<file path="config.mk">
export PLATFORM = sky130hd
export DESIGN_NAME = pc_ras_unit
export DESIGN_NICKNAME = d
export VERILOG_FILES = /design/src/rtl/pc_ras_unit.sv
export SDC_FILE = /design/constraint.sdc
export NUM_CORES = 1
export LEC_CHECK = 0
export ABC_CLOCK_PERIOD_IN_PS = 5020
export CAP_MARGIN = 0
export CORE_MARGIN = 2
export CORE_UTILIZATION = 53
export CTS_CLUSTER_DIAMETER = 200
export CTS_CLUSTER_SIZE = 40
export DETAILED_ROUTE_END_ITERATION = 10
export GPL_TIMING_DRIVEN = 0
export PLACE_DENSITY = 0.82
export SYNTH_ARGS = -nofsm -noshare
export SYNTH_HDL_FRONTEND = slang
export SYNTH_SLANG_ARGS = --single-unit
</file>
<file path="constraint.sdc">
create_clock -name CLK -period 5.02 [get_ports CLK]
set_input_delay 1.004 -clock CLK [delete_from_list [all_inputs] [get_ports CLK]]
set_output_delay 1.004 -clock CLK [all_outputs]
set_load 0.005 [all_outputs]
</file>
<file path="src/rtl/pc_ras_unit.sv">
// Program counter with branch/jump/jump-register redirect and a small
// circular return-address stack used to predict and check returns.
module pc_ras_unit #(
  parameter int unsigned     PC_W      = 32,
  parameter logic [PC_W-1:0] RESET_PC  = '0,
  parameter int unsigned     RAS_DEPTH = 4
) (
  input  logic                        CLK,
  input  logic                        RST,
  input  logic                        pcenable,
  input  logic [1:0]                  pcsrc,
  input  logic                        BEQ,
  input  logic                        zero_f,
  input  logic [15:0]                 immed,
  input  logic [25:0]                 jaddr,
  input  logic [PC_W-1:0]             rdat1,
  input  logic                        link,
  input  logic                        ret,
  output logic [PC_W-1:0]             pcout,
  output logic [PC_W-1:0]             pcplus4,
  output logic [PC_W-1:0]             ras_top,
  output logic [$clog2(RAS_DEPTH):0]  ras_count,
  output logic                        ras_empty,
  output logic                        ras_full,
  output logic                        ras_miss
);

  localparam int unsigned PTR_W = $clog2(RAS_DEPTH);
  localparam int unsigned CNT_W = PTR_W + 1;

  localparam logic [1:0] SRC_SEQ = 2'b00;
  localparam logic [1:0] SRC_BR  = 2'b01;
  localparam logic [1:0] SRC_J   = 2'b10;
  localparam logic [1:0] SRC_JR  = 2'b11;

  logic [PC_W-1:0]  stack [RAS_DEPTH];
  logic [PTR_W-1:0] ptr;
  logic [PTR_W-1:0] top_idx;

  logic [PC_W-1:0]  br_off;
  logic [PC_W-1:0]  br_tgt;
  logic [PC_W-1:0]  j_tgt;
  logic [PC_W-1:0]  jr_tgt;
  logic             taken;

  logic [PC_W-1:0]  pc_nxt;
  logic [PTR_W-1:0] ptr_nxt;
  logic [CNT_W-1:0] cnt_nxt;
  logic             miss_nxt;
  logic             push;

  // Low bits of the register target are dropped by the alignment.
  logic unused_rdat1_lsbs;
  assign unused_rdat1_lsbs = ^rdat1[1:0];

  // Target arithmetic and stack status.
  always_comb begin
    pcplus4   = pcout + PC_W'(4);
    br_off    = {{(PC_W-18){immed[15]}}, immed, 2'b00};
    br_tgt    = pcplus4 + br_off;
    j_tgt     = {pcplus4[PC_W-1:28], jaddr, 2'b00};
    jr_tgt    = {rdat1[PC_W-1:2], 2'b00};
    taken     = (BEQ == zero_f);
    top_idx   = ptr - PTR_W'(1);
    ras_empty = (ras_count == CNT_W'(0));
    ras_full  = (ras_count == CNT_W'(RAS_DEPTH));
    ras_top   = ras_empty ? '0 : stack[top_idx];
  end

  // Next PC and stack pointer/count; the stack only predicts, never redirects.
  always_comb begin
    pc_nxt   = pcout;
    ptr_nxt  = ptr;
    cnt_nxt  = ras_count;
    miss_nxt = 1'b0;
    push     = 1'b0;
    if (pcenable) begin
      case (pcsrc)
        SRC_SEQ: pc_nxt = pcplus4;
        SRC_BR:  pc_nxt = taken ? br_tgt : pcplus4;
        SRC_J: begin
          pc_nxt = j_tgt;
          if (link) begin
            push    = 1'b1;
            ptr_nxt = ptr + PTR_W'(1);
            if (!ras_full) cnt_nxt = ras_count + CNT_W'(1);
          end
        end
        SRC_JR: begin
          pc_nxt = jr_tgt;
          if (ret) begin
            if (ras_empty) begin
              miss_nxt = 1'b1;
            end else begin
              ptr_nxt  = top_idx;
              cnt_nxt  = ras_count - CNT_W'(1);
              miss_nxt = (ras_top != jr_tgt);
            end
          end
        end
        default: pc_nxt = pcplus4;
      endcase
    end
  end

  // PC, pointer, count and miss pulse registers.
  always_ff @(posedge CLK) begin
    if (RST) begin
      pcout     <= RESET_PC;
      ptr       <= '0;
      ras_count <= '0;
      ras_miss  <= 1'b0;
    end else begin
      pcout     <= pc_nxt;
      ptr       <= ptr_nxt;
      ras_count <= cnt_nxt;
      ras_miss  <= miss_nxt;
    end
  end

  // Stack entries; contents survive reset since the count gates visibility.
  always_ff @(posedge CLK) begin
    if (!RST && push) stack[ptr] <= pcplus4;
  end

endmodule
</file>
==> metrics.txt <==
clk sink count 156; slew margin rel. 0.332; dpl cells 1274; CP cell instances ha_1 -> nand3_1 -> nor3_1 -> and3_1 -> buf_2 -> xor2_1 -> ha_1 -> and3_2 -> a221o_1 -> a221o_1 -> o211ai_2 -> a21oi_1 -> nor3b_2 -> mux2i_1 -> a221oi_2; YS warnings 0; mapped cell area 9450 µm²; Final Core Density 0.696; register area share after synthesis 0.457; MaxCap Viol Count 0; vias per cell 6.25; Root Buffer clkbuf_16; cts bufs inserted 17; Syn-to-layout area delta 27.8%; I/O Pins 185; RePlAce Congestion 0.959; Yosys reg bits 156; Clock transition at path regs 0.07 ns; Iteration-0 DRC Markers 787; number of synthesized flops with an enable pin 120; Slowest-stage cell, CP xor2_1; kind of critical path flop to flop; Fmax 209 MHz; maximum vdd ir drop 228 µV; Power, Total 3.50 mW; remaining global-route overflow 0; R2R Path End pcout[31]; Buffers on Ports 172; max-slew violations 0; htree depth 4; smallest hold slack 0.539 ns; Die Y-Extent 138 µm; largest net degree at the start of global routing 31; run status finished clean; mean area per synthesized cell 10.8 µm²; Distinct cells, synth 71; hold_sp ras_count[1]; CTS tree built; DR pass1 iterations 5; fin cells 1306; Leakage 4.35 nW; Arrival @ worst endpoint 5.12 ns; Pwr Density 290 nW/µm²; core area 17400 µm²; Starting Density 0.545; share of cells above drive strength 1 0.0916; vias in the first global route 7735; final setup vio count 0; Worst Tran Pin Value 0.995 ns; total number of vias 8166; Synth area leaders edfxtp_1, dfxtp_1, mux4_2; Mapped Cells 872; dominant register cell in the synthesized netlist edfxtp_1; Final Critical Period 4.78 ns; FP Rows 48; clock latency on the worst-skew pair 0.44 ns; chip width 138 µm; worst hold endpoint ras_count[1]; Final WS setup 0.240 ns; Hold Path Class flop to flop; CP Launch Type flop; Async SR Flop Fraction 0; first-pass GRT wire length 45700 µm; die area 18900 µm²; Clock Skew 0.0106 ns; post-synth top area share 0.381; Top delay family on crit path compound AO/OA/AOI/OAI gates; CP Buf/Inv Count 1; initial antenna violation count 0; Placement Setup Slack -0.000809 ns; hold_buf cts 0; Routed WL per cell 23.9 µm; Setup TNS Final 0 ns; RR Startpoint pcout[2]; Worst Reg-to-Reg Cells 15; final non-filler cell area 12100 µm²; Clock Path Buffers 2; nets 1194; Area after DPL 11500 µm²; CP endpoint kind flop; worst path required time 5.36 ns; R2R Setup Slk 0.24 ns; delay of the slowest critical-path stage 0.60 ns; DP HPWL 23300 µm; FILL cells 1301; post-CTS setup buffer count 0; DRC 0; final hold violations 0; Total Wirelength 31300 µm; Tcrit/Tclk final 0.952; Final ANT Viol Nets 0; crit-path max FO 8; largest area contributor in the netlist edfxtp_1; hold depth 2; gr usage total 0.336; RSZ-0062 raised after global routing false; ant diodes 0
==> worst max path at each step <==
stage | start | endpoint | slack (ns) | depth (start not counted)
after floorplan | pcout[2] | pcout[27] | 0.91 | 15
after CTS | ptr[0] | ras_top[16] | 0.11 | 8
after global placement | pcout[2] | pcout[31] | 0.13 | 15
after global routing | pcout[2] | pcout[31] | 0.03 | 16
final | pcout[2] | pcout[31] | 0.24 | 15
after detailed placement | pcout[2] | pcout[31] | -0.0008 | 15
==> synthesized netlist by cell type, types with 11 or more instances <==
| library cell | n |
|---|---|
| nand3_1 | 24 |
| a21oi_1 | 48 |
| nor3_1 | 17 |
| nor2_1 | 68 |
| mux2i_1 | 20 |
| mux4_2 | 30 |
| o21ai_0 | 33 |
| nand2_1 | 71 |
| ha_1 | 41 |
| xnor2_1 | 62 |
| xor2_1 | 24 |
| dfxtp_1 | 36 |
| clkbuf_1 | 32 |
| nand4_1 | 15 |
| a211oi_1 | 12 |
| edfxtp_1 | 120 |
| and3_1 | 11 |
| inv_1 | 23 |
| and2_1 | 40 |
==> power by group <==
| part | internal (mW) | switching [mW] |
|---|---|---|
| registers | 1.42 | 0.0366 |
| logic | 0.359 | 0.433 |
| clock network | 0.666 | 0.584 |
| total | 2.45 | 1.05 |
==> final cells by class <==
type | count | area (µm²) | share of cell area
Tap cell | 225 | 282 | 0.0233
Inverter | 24 | 90.1 | 0.00746
Clock inverter | 14 | 133 | 0.0110
Clock buffer | 18 | 439 | 0.0364
Buffer | 50 | 221 | 0.0183
Multi-Input combinational cell | 647 | 4870 | 0.403
Sequential cell | 156 | 4320 | 0.358
Timing Repair Buffer | 172 | 1720 | 0.143
==> kinds of logic (layout without fill, tap and decap cells) <==
logic type      Yosys count  count (layout)  share of synthesized area
simple gates            277             277                      0.145
compound gates          181             181                      0.129
flops                   156             156                      0.457
xor+xnor                 86              86                     0.0797
buf+inv                  74             278                     0.0328
mux                      54              54                     0.0974
fa+ha+maj                43              43                     0.0585
other cells               1               6                   0.000397
==> layout by cell type (no fill, tap or decap), types with 6 or more instances in the layout <==
cell,Yosys,routed
xor2_1,24,24
a21oi_1,48,48
nand2_1,71,71
buf_4,7,7
o21ai_0,33,33
xnor2_1,62,59
mux2i_1,20,20
inv_1,23,23
clkbuf_1,32,32
and2_1,40,36
a221oi_1,10,10
ha_1,41,41
edfxtp_1,120,120
conb_1,1,6
o211ai_1,7,7
and3_1,11,11
mux4_2,30,30
clkdlybuf4s50_1,0,172
nor3_1,17,17
a311oi_1,6,6
a211oi_1,12,12
a31oi_1,10,10
clkbuf_16,0,17
a21o_1,8,8
nor2b_1,6,6
nand3_1,24,24
nor2_1,68,68
nand4_1,15,15
dfxtp_1,36,36
==> routing by layer <==
layer  wire length (µm)  GRT usage  part of all wire  vias up
met4               1430      0.156             0.046        0
li1                   -          -                 -     3639
met2              14700      0.548              0.47      551
met5                  0          0                 0        -
met1              11900      0.434              0.38     3871
met3               3290     0.0662              0.11      105
==> sequential cells by signal, summed over array words and instances (netlist names) <==
signal / cells
pcout: 30
ras_count: 3
stack: 120
ras_miss: 1
ptr: 2
==> worst register-to-register path: stages (launching register included) <==
cell and delay [ns]:
dfxtp_1 0.49, ha_1 0.26, nand3_1 0.27, nor3_1 0.32, and3_1 0.19, buf_2 0.18, xor2_1 0.60, ha_1 0.41
and3_2 0.24, a221o_1 0.33, a221o_1 0.38, o211ai_2 0.22, a21oi_1 0.11, nor3b_2 0.28, mux2i_1 0.13, a221oi_2 0.29
==> timing repair <==
action | CTS | global route
pin swaps | 0 | 0
setup endpoints to repair | 1 | 14
endpoints found under the hold margin | 0 | 0
resized for setup | 1 | 5
Power figures use the tool's default switching activity.
